## config.mk

```make
export PLATFORM = sky130hd
export DESIGN_NAME = dma_arbiter
export DESIGN_NICKNAME = d
export VERILOG_FILES = /design/src/rtl/dma_arbiter_pkg.sv /design/src/rtl/dma_arbiter_rr_picker.sv /design/src/rtl/dma_arbiter.sv
export SDC_FILE = /design/constraint.sdc
export NUM_CORES = 1
export LEC_CHECK = 0
export BUFFER_PORTS_ARGS = -buffer_cell sky130_fd_sc_hd__buf_2
export CAP_MARGIN = 25
export CORE_AREA = 2 2 107 109
export CTS_BUF_LIST = sky130_fd_sc_hd__clkbuf_4 sky130_fd_sc_hd__clkbuf_8
export DETAILED_ROUTE_END_ITERATION = 7
export DIE_AREA = 0 0 109 111
export RECOVER_POWER = 50
export SKIP_LAST_GASP = 1
export SLEW_MARGIN = 5
export SYNTH_ARGS = -nofsm -noshare
export SYNTH_HDL_FRONTEND = slang
export SYNTH_SLANG_ARGS = --single-unit
```

## constraint.sdc

```tcl
create_clock -name clk -period 3.95 [get_ports clk]
set_input_delay 0.5925 -clock clk [delete_from_list [all_inputs] [get_ports clk]]
set_output_delay 0.5925 -clock clk [all_outputs]
set_load 0.01 [all_outputs]
```

## src/rtl/dma_arbiter_pkg.sv

```systemverilog
// Shared definitions for the DMA channel arbiter: FSM state encodings,
// default data width and the pointer-width helper.
package dma_arbiter_pkg;

    typedef enum logic [1:0] {
        IDLE    = 2'd0,
        BUSY    = 2'd1,
        RELEASE = 2'd2
    } arb_state_e;

    localparam int AW_DEFAULT = 16;

    // A single-device arbiter still needs a 1-bit pointer to keep port widths legal.
    function automatic int ptr_width(input int n);
        return (n > 1) ? $clog2(n) : 1;
    endfunction

endpackage

```

## src/rtl/dma_arbiter_rr_picker.sv

```systemverilog
// Combinational round-robin picker: first set request searching upward from
// pointer+1 (mod N_DEV). Optional macro DMA_ARB_PRIO0_EN gives device 0 absolute priority.
module dma_arbiter_rr_picker
    import dma_arbiter_pkg::*;
#(
    parameter int N_DEV = 4,
    parameter int PW    = ptr_width(N_DEV)
) (
    input  logic [N_DEV-1:0] i_req,
    input  logic [PW-1:0]    i_ptr,
    output logic [N_DEV-1:0] o_pick,
    output logic [PW-1:0]    o_idx,
    output logic             o_valid,
    output logic             o_upd_ptr
);

    always_comb begin : p_pick
        int w_slot;
        w_slot    = 0;
        o_pick    = '0;
        o_idx     = '0;
        o_valid   = 1'b0;
        o_upd_ptr = 1'b0;
        for (int k = 1; k <= N_DEV; k++) begin
            w_slot = (int'(i_ptr) + k) % N_DEV;
            if (!o_valid && i_req[PW'(w_slot)]) begin
                o_pick[PW'(w_slot)] = 1'b1;
                o_idx               = PW'(w_slot);
                o_valid             = 1'b1;
                o_upd_ptr           = 1'b1;
            end
        end
`ifdef DMA_ARB_PRIO0_EN
        // Device 0 wins outright and leaves the rotation untouched for the others.
        if (i_req[0]) begin
            o_pick    = '0;
            o_pick[0] = 1'b1;
            o_idx     = '0;
            o_valid   = 1'b1;
            o_upd_ptr = 1'b0;
        end
`endif
    end

endmodule

```

## src/rtl/dma_arbiter.sv

```systemverilog
// Shares one DMA controller channel among N_DEV peripherals, granting whole transfers
// round-robin; build with DMA_ARB_PRIO0_EN to give device 0 absolute priority in IDLE.
module dma_arbiter
    import dma_arbiter_pkg::*;
#(
    parameter int N_DEV = 4,
    parameter int AW    = AW_DEFAULT
) (
    input  logic                clk,
    input  logic                reset,
    input  logic [N_DEV-1:0]    req_rqst,
    input  logic [N_DEV-1:0]    req_rd_wr,
    input  logic [N_DEV*AW-1:0] req_start_address,
    input  logic [N_DEV*AW-1:0] req_num_words,
    input  logic [N_DEV*AW-1:0] req_dev_out,
    input  logic [N_DEV-1:0]    req_dev_ack,
    output logic [N_DEV-1:0]    req_dma_ack,
    output logic [N_DEV-1:0]    req_dma_end_flag,
    output logic                ctl_rqst,
    output logic                ctl_rd_wr,
    output logic [AW-1:0]       ctl_start_address,
    output logic [AW-1:0]       ctl_num_words,
    output logic [AW-1:0]       ctl_dev_out,
    output logic                ctl_dev_ack,
    input  logic                dma_ack,
    input  logic                dma_end_flag,
    output logic [N_DEV-1:0]    grant,
    output logic                busy,
    output logic [1:0]          o_dbg_state
);

    localparam int PW = ptr_width(N_DEV);

    // Handshake: ctl_rqst is held high from the cycle after a grant until the cycle
    // after dma_end_flag (or an abort); dma_ack/dma_end_flag are single-cycle strobes
    // from the controller, forwarded combinationally to the granted device only.

    arb_state_e       r_state, w_state_nx;
    logic [N_DEV-1:0] r_grant, w_grant_nx;
    logic [PW-1:0]    r_ptr,   w_ptr_nx;
    logic             r_ctl_rqst;
    logic             r_busy;

    logic [N_DEV-1:0] w_pick;
    logic [PW-1:0]    w_pick_idx;
    logic             w_pick_valid;
    logic             w_upd_ptr;

    dma_arbiter_rr_picker #(
        .N_DEV (N_DEV),
        .PW    (PW)
    ) u_picker (
        .i_req     (req_rqst),
        .i_ptr     (r_ptr),
        .o_pick    (w_pick),
        .o_idx     (w_pick_idx),
        .o_valid   (w_pick_valid),
        .o_upd_ptr (w_upd_ptr)
    );

    always_ff @(posedge clk or posedge reset) begin
        if (reset) begin
            r_state    <= IDLE;
            r_grant    <= '0;
            r_ptr      <= PW'(N_DEV - 1);
            r_ctl_rqst <= 1'b0;
            r_busy     <= 1'b0;
        end else begin
            r_state    <= w_state_nx;
            r_grant    <= w_grant_nx;
            r_ptr      <= w_ptr_nx;
            r_ctl_rqst <= |w_grant_nx;
            r_busy     <= |w_grant_nx;
        end
    end

    always_comb begin
        w_state_nx = r_state;
        w_grant_nx = r_grant;
        w_ptr_nx   = r_ptr;
        case (r_state)
            IDLE: begin
                if (w_pick_valid) begin
                    w_grant_nx = w_pick;
                    w_state_nx = BUSY;
                    if (w_upd_ptr) w_ptr_nx = w_pick_idx;
                end
            end
            BUSY: begin
                // End wins over a simultaneous request drop so the device still sees RELEASE.
                if (dma_end_flag) begin
                    w_grant_nx = '0;
                    w_state_nx = RELEASE;
                end else if ((req_rqst & r_grant) == '0) begin
                    w_grant_nx = '0;
                    w_state_nx = IDLE;
                end
            end
            RELEASE: begin
                w_grant_nx = '0;
                w_state_nx = IDLE;
            end
            default: begin
                w_grant_nx = '0;
                w_state_nx = IDLE;
            end
        endcase
    end

    // AND-OR mux keyed on the registered grant; everything reads zero when nothing is granted.
    always_comb begin
        ctl_rd_wr         = 1'b0;
        ctl_start_address = '0;
        ctl_num_words     = '0;
        ctl_dev_out       = '0;
        for (int i = 0; i < N_DEV; i++) begin
            if (r_grant[i]) begin
                ctl_rd_wr         = ctl_rd_wr | req_rd_wr[i];
                ctl_start_address = ctl_start_address | req_start_address[i*AW +: AW];
                ctl_num_words     = ctl_num_words | req_num_words[i*AW +: AW];
                ctl_dev_out       = ctl_dev_out | req_dev_out[i*AW +: AW];
            end
        end
    end

    assign ctl_dev_ack      = |(req_dev_ack & r_grant);
    assign req_dma_ack      = r_grant & {N_DEV{dma_ack}};
    assign req_dma_end_flag = r_grant & {N_DEV{dma_end_flag}};

    assign ctl_rqst    = r_ctl_rqst;
    assign busy        = r_busy;
    assign grant       = r_grant;
    assign o_dbg_state = r_state;

endmodule

```

==> results.cfg <==
[floorplan]
die_area_um2 = 12100
core_area_um2 = 11080
fp.dieW_um = 109
start_util = 0.1909
io_pins = 274
dieHeight_um = 111
rows = 39

[detailed_routing]
vias = 3464
first_pass_iters = 5
via_per_inst = 5.006
drcViolationCount = 0
drt-initial-drc-count = 176
wire_per_inst_um = 15.34
antenna_violating_nets_post_route = 0
wl_mm = 10.61

[timing]
skew_ps = 6.011
rsz0062_at_grt = false
tightest_slew_ps = 1929
relSlewSlack = -0.2861
fin_crit_sh = 0.8627
setup_tns_ps = 0
fin_crit_ps = 3408
drv_slew = 147
timing.final.hold_violations = 0
fmax_ghz = 0.2935
setup_viol = 0

[clock_tree]
cts_max_path_buffers = 2
clock_sink_count = 9
clk_latency_ps = 240
cts_resized = 0
numCtsBuffers = 3
cts-root-buf = clkbuf_8
hold_buffers = 0
h-tree-depth = 1
clk_pin_slew_worst_paths_ps = 50
postCtsSetupRepairBufs = 0
tritoncts = yes

[placement]
placed_cell_area_um2 = 3503
io_buffers = 273
dpl.hpwl_mm = 8.333
dp_cells = 687
gp_congestion = 0.8671

[logic_synthesis]
ys_dominant_reg_cell = dfrtp_1
ys_types = 47
yosysTopAreaCellShare = 0.3586
synthAdderAreaFrac = 0.04734
synth_nets = 519
synth_mux_area_frac = 0.04438
synthSimpleGateAreaFrac = 0.2213
yosys-top-cells-count = a22oi_1, nand2_1, clkbuf_1, nor2_1, and2_1
synth_cells = 303
synth-edff-count = 0
avgSynthCellArea_um2 = 6.979
ys_seq_area_frac = 0.1077
synth_compound_gate_area_share = 0.4828
syn_area_um2 = 2115
synth.area.top_cells = a22oi_1, nand2_1, dfrtp_1
ys_async_sr_fraction = 1.000
synth.most_common_cell = a22oi_1
yosysTopAreaCell = a22oi_1
ys_warn_count = 0
synth_top_family_by_area = compound AO/OA/AOI/OAI gates
ys_seq_elements = 9
synth-xor-area-share = 0.004142

[setup_path]
criticalPathCategory = reg -> out
cp_data_required_time_ps = 3360
path_delay_family = buffers and inverters
reg2reg_from = r_ptr[0]
worstReg2RegEnd = busy
r2r_cells = 8
slowest_stage = clkbuf_1
arrival_ps = 2820
path_cells = clkbuf_1 > a22oi_1 > nand2_1 > buf_2
path_max_fanout = 33
reg2reg_slack_ps = 800
critPathMaxStageDelay_ps = 1160
critPathCaptureType = primary output
startpoint_type = register
path_buf_inv = 2

[layout]
fin_util = 0.3180
stdcell_count = 692
fin_nets = 766
area_growth_pct = 66.57
n_antenna_cell = 0
final_area_um2 = 3522
register_area_um2 = 227.7
multi_input_area_um2 = 1692
layout-drive-gt1-share = 0.4827
fill_cells = 1200

[status]
violations = capacitance limit, slew limit
outcome = finished with violations

[global_routing]
track_usage = 0.1575
antenna_found_initial = 0
overflow = 0
grt_max_degree = 57
first_global_vias = 3076
grt_pass1_wl_mm = 15.13

[worst_hold_path]
hold_path_class = in -> async

[pwr]
ir_drop_uv = 239.2
power_density_nw_per_um2 = 593.5
p_leak_nw = 1.940

[flow_run]
drv_cap = 3
## report_power, final
| group | switching [mW] | leakage [nW] | internal (mW) |
|---|---|---|---|
| registers | 0.260 | 0.112 | 0.139 |
| logic | 0.850 | 1.80 | 0.726 |
| clock network | 0.0370 | 0.0262 | 0.0772 |
## kinds of logic (layout without fill, tap and decap cells)
kind of cell | Yosys count | count (layout)
AO/OA/AOI/OAI | 135 | 135
AND/OR/NAND/NOR | 102 | 102
buffers and inverters | 40 | 286
flip-flops | 9 | 9
adder cells (fa/ha/maj) | 8 | 8
multiplexers | 8 | 8
XOR/XNOR | 1 | 1
## state kept, by name, indices dropped and copies added (netlist names)
signal       count
busy             1
grant            4
o_dbg_state      2
r_ptr            2
## placed cells by master (no fill, tap or decap), types with 2 or more instances in the layout
cell and n:
a22o_1 2, nor2_1 14, and2_0 3, buf_2 250, clkbuf_1 24, nor4_1 2
mux2i_1 6, nor3b_1 2, o21ai_0 5, dfstp_2 2, a211oi_1 5, inv_1 7
and2_1 6, a22oi_1 101, clkbuf_8 3, nor4b_1 2, ha_1 8, nand2_1 61
nor3_1 4, dfrtp_1 7, o22ai_1 5, a21oi_1 5
## worst register-to-register path, delay by kind of cell (launching register included)
kind | cells | cell delay (ps)
adder cells (fa/ha/maj) | 1 | 510
buffers and inverters | 1 | 270
multiplexers | 1 | 390
AND/OR/NAND/NOR | 1 | 170
flip-flops | 1 | 770
AO/OA/AOI/OAI | 4 | 900
## routing by layer
metal	wire length (um)	track usage	vias to the layer above
met5	0	0	-
met4	34	0.01709	0
met1	4415	0.1951	1590
met2	5212	0.2903	203
met3	950	0.02469	4
li1	-	-	1667
## area by class of cell
class,instances,area share
multi-input cells,254,0.4803
repair buffers,275,0.3829
flip-flops and latches,9,0.06465
well taps,143,0.05080
clock buffers,4,0.01385
inverters,7,0.007460
## metrics by stage
| step | worst slack (ps) | hold WS, ps | total power, mW |
|---|---|---|---|
| detailed placement | 849.1 | 526.1 | 1.996 |
| CTS | 820.4 | 338.8 | 2.120 |
| finish | 542.3 | 325.6 | 2.090 |
| global placement | 919.2 | 512.2 | 1.981 |
| floorplan | 1082 | 419.0 | 1.402 |
| global route | 342.3 | 348.4 | 2.302 |
## how the worst max path moves through the flow
stage                     startpoint               endpoint  slack [ps]  cells past startpoint
final                       grant[1]       ctl_num_words[5]         540                      4
after global routing        grant[1]  ctl_start_address[15]         340                      4
after CTS                   r_ptr[0]                   busy         820                      7
after detailed placement    r_ptr[0]                   busy         850                      7
after global placement      r_ptr[0]                   busy         920                      7
after floorplan             r_ptr[1]                   busy        1080                      9
No activity file was read; power rests on OpenSTA's default activity.
